===== config.mk =====
export PLATFORM = sky130hd
export DESIGN_NAME = ncl_wavefront_ctrl
export DESIGN_NICKNAME = d
export VERILOG_FILES = /design/src/rtl/ncl_wavefront_ctrl.sv
export SDC_FILE = /design/constraint.sdc
export NUM_CORES = 1
export LEC_CHECK = 0
export ABC_CLOCK_PERIOD_IN_PS = 4010
export CAP_MARGIN = 25
export CORE_ASPECT_RATIO = 0.8
export CORE_MARGIN = 10
export CORE_UTILIZATION = 30
export CTS_BUF_LIST = sky130_fd_sc_hd__clkbuf_8
export CTS_CLUSTER_DIAMETER = 200
export DETAILED_ROUTE_END_ITERATION = 16
export PLACE_DENSITY_LB_ADDON = 0.12
export SKIP_CTS_REPAIR_TIMING = 1
export SLEW_MARGIN = 20
export SYNTH_ARGS = -nofsm -noshare
export SYNTH_HDL_FRONTEND = slang
export SYNTH_SLANG_ARGS = --single-unit

===== constraint.sdc =====
create_clock -name clk -period 4.01 [get_ports clk]
set_clock_uncertainty 0.15 [all_clocks]
set_input_delay 0.401 -clock clk [delete_from_list [all_inputs] [get_ports clk]]
set_output_delay 0.401 -clock clk [all_outputs]
set_load 0.05 [all_outputs]

===== src/rtl/ncl_wavefront_ctrl.sv =====
// rtl/ncl_wavefront_ctrl.sv - synchronous DATA/NULL wavefront controller for a dual-rail NCL adder
module ncl_wavefront_ctrl #(
  parameter int W           = 4,
  parameter int SYNC_STAGES = 2,
  parameter int TIMEOUT     = 255
) (
  input  logic           clk,
  input  logic           rst,
  input  logic           in_valid,
  output logic           in_ready,
  input  logic [W-1:0]   in_a,
  input  logic [W-1:0]   in_b,
  input  logic           in_cin,
  output logic [2*W-1:0] dr_a,
  output logic [2*W-1:0] dr_b,
  output logic [1:0]     dr_cin,
  input  logic [2*W-1:0] dr_soma,
  input  logic [1:0]     dr_cout,
  output logic           out_valid,
  input  logic           out_ready,
  output logic [W-1:0]   out_soma,
  output logic           out_cout,
  output logic           err_illegal,
  output logic           err_timeout
);

  localparam int RW = 2*W + 2;

  typedef enum logic [1:0] {S_IDLE, S_DATA, S_HOLD, S_NULL} state_t;

  state_t        state, state_next;
  logic [RW-1:0] sync_q [SYNC_STAGES];
  logic [RW-1:0] rv;
  logic [W-1:0]  rail1;
  logic [15:0]   cnt;
  logic          complete, allnull, illegal, timed_out, accept;

  function automatic logic [2*W-1:0] encode(input logic [W-1:0] v);
    logic [2*W-1:0] r;
    for (int i = 0; i < W; i++) r[2*i +: 2] = {v[i], ~v[i]};
    return r;
  endfunction

  // Result rails are asynchronous to clk; every decision below uses the synchronized copy.
  always_ff @(posedge clk or posedge rst) begin
    if (rst) begin
      for (int i = 0; i < SYNC_STAGES; i++) sync_q[i] <= '0;
    end else begin
      sync_q[0] <= {dr_cout, dr_soma};
      for (int i = 1; i < SYNC_STAGES; i++) sync_q[i] <= sync_q[i-1];
    end
  end

  assign rv = sync_q[SYNC_STAGES-1];

  always_comb begin
    complete = 1'b1;
    illegal  = 1'b0;
    rail1    = '0;
    for (int i = 0; i <= W; i++) begin
      if (rv[2*i] == rv[2*i+1]) complete = 1'b0;
      if (rv[2*i] && rv[2*i+1]) illegal = 1'b1;
    end
    for (int i = 0; i < W; i++) rail1[i] = rv[2*i+1];
  end

  assign allnull   = (rv == '0);
  assign timed_out = (cnt >= 16'(TIMEOUT - 1));

  always_ff @(posedge clk or posedge rst) begin
    if (rst) state <= S_IDLE;
    else     state <= state_next;
  end

  always_comb begin
    state_next = state;
    case (state)
      S_IDLE: if (in_valid && allnull) state_next = S_DATA;
      S_DATA: begin
        if (illegal)        state_next = S_NULL;
        else if (complete)  state_next = S_HOLD;
        else if (timed_out) state_next = S_NULL;
      end
      S_HOLD: if (out_valid && out_ready) state_next = S_NULL;
      S_NULL: if (allnull) state_next = S_IDLE;
      default: state_next = S_IDLE;
    endcase
  end

  always_comb begin
    in_ready = (state == S_IDLE) && allnull;
    accept   = in_valid && in_ready;
  end

  always_ff @(posedge clk or posedge rst) begin
    if (rst) begin
      dr_a        <= '0;
      dr_b        <= '0;
      dr_cin      <= '0;
      out_valid   <= 1'b0;
      out_soma    <= '0;
      out_cout    <= 1'b0;
      err_illegal <= 1'b0;
      err_timeout <= 1'b0;
      cnt         <= '0;
    end else begin
      case (state)
        S_IDLE: if (accept) begin
          dr_a   <= encode(in_a);
          dr_b   <= encode(in_b);
          dr_cin <= {in_cin, ~in_cin};
          cnt    <= '0;
        end
        S_DATA: begin
          // Illegal beats complete, which beats the timeout.
          if (illegal) begin
            err_illegal <= 1'b1;
            dr_a <= '0; dr_b <= '0; dr_cin <= '0;
            cnt  <= '0;
          end else if (complete) begin
            out_soma  <= rail1;
            out_cout  <= rv[2*W+1];
            out_valid <= 1'b1;
          end else if (timed_out) begin
            err_timeout <= 1'b1;
            dr_a <= '0; dr_b <= '0; dr_cin <= '0;
            cnt  <= '0;
          end else begin
            cnt <= cnt + 16'd1;
          end
        end
        S_HOLD: if (out_valid && out_ready) begin
          out_valid <= 1'b0;
          dr_a <= '0; dr_b <= '0; dr_cin <= '0;
          cnt  <= '0;
        end
        S_NULL: if (!allnull) begin
          if (timed_out) err_timeout <= 1'b1;
          if (cnt != 16'(TIMEOUT)) cnt <= cnt + 16'd1;
        end
        default: ;
      endcase
    end
  end

endmodule

* After elaboration in Yosys (flattened, before gate mapping)
Index checks and enable logic that the tools add are counted.
** Word-level totals
- Memories kept :: 0
- Word-level logic and storage cells :: 114
- Bits in registers :: 64
- Memory bits (writable) :: 0
- Bits in read-only memories :: 0
- Bits of input ports :: 23
- Bits in latches :: 0
** Cells by class
- Reductions and logical operators :: 21
- Magnitude comparators :: 1
- Shift operators :: 0
- Equal/unequal tests :: 21
- Bitwise logic cells :: 10
- Multiplexer cells :: 48
- Div/mod/pow operators :: 0
- Add/subtract/negate cells :: 1
- Multiply operators :: 0
** Operators by type and width (number)
- $mux 16 :: 7
- $pmux 16 s4 :: 1
- $mux 8 :: 6
- $pmux 8 s3 :: 2
- $mux 2 :: 11
- $ne 2x2->1 const B :: 9
- $mux 1 :: 17
- $add 16x1->16 const B :: 1
- $ge 16x8->1 const B :: 1
- $ne 16x8->1 const B :: 1
- $reduce_and 4->1 :: 3
- $logic_not 10->1 :: 1
- $not 1->1 :: 10
- $reduce_and 5->1 :: 2
- $logic_and 1x1->1 :: 9
- $pmux 2 s4 :: 1
- $ne 3x3->1 const B :: 2
- $pmux 2 s3 :: 1
- $eq 1x1->1 :: 5
- $eq 2x2->1 const B :: 2
- $ne 4x4->1 const B :: 1
- $pmux 1 s2 :: 2
- $reduce_bool 2->1 :: 2
- $reduce_and 3->1 :: 1
- 4 further kinds :: 4

* Logic depth before layout (Yosys ltp)
- Word-level depth :: 9
- Mapped depth :: 8
- Depth with buffers taken out :: 7

* Worst setup path after synthesis
No wires, ideal clock.
- Kind :: flip-flop to output port
- Start :: register state[0]
- End :: output in_ready
- Stages on the path, launching flop included :: 5
- Arrival time :: 1.797 ns
- Buffers on the path :: 0
- Data required time :: 3.459 ns
- Slack :: 1.662 ns
- Cells stage by stage :: dfrtp_1 inv_1 ha_1 inv_1 nor3_1
** On the way
- Longest elaborated chain between the ends :: 2
** RTL lines
- from (decl) :: line 31 : state_t state, state_next;
- from (signal assigned) :: line 72 : else state <= state_next;
- $logic_not 2->1 :: line 91 : in_ready = (state == S_IDLE) && allnull;
- $logic_and 1x1->1 :: line 91
- to (decl) :: line 10 : output logic in_ready,
Every way passes these cells.

* Final worst setup path
Same ends and word-level chain as after synthesis.

==> qor.yml <==
status:
  run_status: "completed"
clock_tree:
  cts.sinks: 64
  clk_latency_ns: 0.34
  cts.reportedPaths.clkPinSlew_ns: 0.07
  numCtsBuffers: 9
  cts.htree.levels: 3
  root_buffer: "clkbuf_8"
  clockBufferDepth: 2
  cts_tree: "done"
layout:
  final_nets: 354
  fill_cells: 964
  utilization_pct: 39.99
  drive_above_1_share_pct: 16.04
  multi_input_area_mm2: 0.001351
  regArea_mm2: 0.001602
  syn2layout_area_growth_pct: 27.91
  diodes: 0
  fin_cells: 454
setup_path:
  slowest_stage: "clkdlybuf4s50_1"
  crit_fanout: 5
  end_kind: "output port"
  crit_top_cell: "inv_1"
  crit_chain: "inv_1 > ha_1 > inv_1 > nor3_1 > clkdlybuf4s50_1"
  max_stage_delay_ns: 0.85
  cp_data_arrival_time_ns: 2.21
  reg2reg_slack_ns: 1.45
  reg2reg_depth: 6
  cp-start-kind: "register"
  r2r-start: "cnt[0]"
  path_class: "reg2out"
  setup.worst_path.start: "state[0]"
  required_ns: 3.46
  worstReg2RegEnd: "cnt[6]"
global_routing:
  overflow: 0
  grt_max_degree: 35
  grt_pass1_vias: 2199
  track_usage_pct: 9.897
  antenna_found_initial: 0
  grt_pass1_wl_um: 11790
drt:
  dr.first_iter.drc_count: 105
  ant_nets: 0
  drcViolationCount: 0
  vias_per_cell: 4.656
  vias: 2114
  wl_per_cell_um: 14.84
  drt_first_pass_iters: 4
  routed_wl_um: 6736
floorplan:
  dieHeight_um: 110.4
  fp-row-count: 32
  start_util_pct: 31.26
  core-area_mm2: 0.009809
  die_w_um: 133.0
  die-area_mm2: 0.01469
  ios: 50
sta:
  fmax_mhz: 361.7
  relSlewSlack_pct: 32.30
  finalMaxSlewViolations: 0
  finalHoldViolations: 0
  finalSetupViolCount: 0
  fin_crit_sh_pct: 68.95
  fin_crit_ns: 2.765
  worst_pin_slew_ns: 1.009
  setup_tns_ns: 0
  rsz0062_at_grt: "no"
logic_synthesis:
  yosysMostFrequentCell: "dfrtp_1"
  yosysSeqAreaShare_pct: 52.22
  synthTopCellsByArea: "dfrtp_1, mux2_2, ha_1"
  ys_seq_elements: 64
  syn-cell-area_mm2: 0.003067
  ys_warn_count: 0
  syn-num-nets: 300
  synth_commonest_cells: "dfrtp_1, mux2_2, inv_1, nor2_1, ha_1"
  avgSynthCellArea_um2: 11.79
  ys_types: 45
  postSynthCellCount: 260
  synth_top_cell_area_share_pct: 52.22
  synthArstFlopShare_pct: 100.0
  synth.largest_area_cell: "dfrtp_1"
  synth_edf_count: 0
  synth_ff_type: "dfrtp_1"
placed_design:
  dpl.cell_count: 439
  io_buffers: 49
  dp_hpwl_um: 4822
  place.gp.congestion: 0.7406
power:
  power.density_mw_per_mm2: 701.1
  p_switching_uw: 1102
  power_frac_seq_pct: 30.6
  swShare_pct: 40.06
  vdd_drop_max_mv: 0.3752
  p_leak_uw: 0.001746
  p_int_uw: 1648
  power_frac_comb_pct: 47.2
  power_frac_clock_pct: 22.2
worst_hold_path:
  hold_path_end: "rv[8]"
  hp-class: "reg2reg"
  hold_depth: 0
  min_from: "sync_q[18]"
run:
  maxCapViolations: 0
[cell families after synthesis]
group	after synthesis	synth area share, %
and+or+nand+nor	78	14.97
adders and majority gates	17	6.936
muxes	24	8.813
DFF	64	52.22
AOI/OAI and AO/OA	49	13.34
buffers and inverters	28	3.712
[layout by cell type, fill, tap and decap left out, drive strengths merged, types with 2 or more instances in the layout]
master	synthesis	routed
a21oi	2	2
o2bb2ai	4	4
inv	20	20
nand2	5	5
mux2	24	24
ha	17	17
clkbuf	5	10
nand2b	3	3
a22o	10	10
nand4	3	3
dfrtp	64	64
o211ai	13	13
o21ai	6	6
and3	9	9
nor4	3	3
nor3	7	7
or4	2	2
clkinv	0	2
nor2	18	18
a21boi	2	2
buf	3	2
and2	3	3
bufinv	0	2
nor2b	14	14
and4	3	3
clkdlybuf4s50	0	49
nand3	5	5
[state kept, by name, indices dropped and copies added (netlist names), 2 cells and up]
register  cells
state         2
dr_cin        2
rv           10
dr_a          8
sync_q       10
cnt          16
dr_b          8
out_soma      4
[area by class of cell]
cell class                 instances  area share [%]
multi-input combinational        168           34.45
clock buffer                      10           3.509
inverter                          20           1.914
sequential                        64           40.83
tap                              136           4.338
timing repair buffer              51           12.89
clock inverter                     5           2.073
[layer usage]
metal  GRT usage, %  share of wire, %  vias to the layer above
met2          13.48                40                       44
met4          2.620               1.1                        0
met3          5.470               6.6                        6
met5              0                 0                        -
li1               -                 -                     1047
met1          13.09                52                     1017
[stage by stage]
step,setup WS (ns),area (um^2),power (uW),hold slack (ns)
floorplan,1.662,3067,1817,0.1812
global placement,1.477,3704,2165,0.1836
detailed placement,1.481,3704,2167,0.1847
CTS,1.211,3923,2807,0.1986
global route,1.033,3923,2958,0.2045
finish,1.245,3923,2750,0.1982
[worst max-delay path by stage]
stage	slack, ns	to
2_1_floorplan	1.66	in_ready
3_3_place_gp	1.48	cnt[3]
3_5_place_dp	1.48	cnt[6]
4_1_cts	1.21	in_ready
5_1_grt	1.03	in_ready
6_report	1.24	in_ready
[power groups by stage]
stage	clock, uW	combinational (uW)	sequential (uW)
after floorplan	0	690	1130
after global placement	0	1310	852
after detailed placement	0	1320	850
after CTS	642	1320	842
after global routing	671	1430	861
final	611	1300	841
[worst max-delay path, delay by kind of cell, from the launching register on]
kind          cells  cell delay [ns]
buf+inv           3             1.05
fa+ha+maj         1             0.22
flops             1             0.41
simple gates      1             0.19
(Power assumes the default switching activity.)
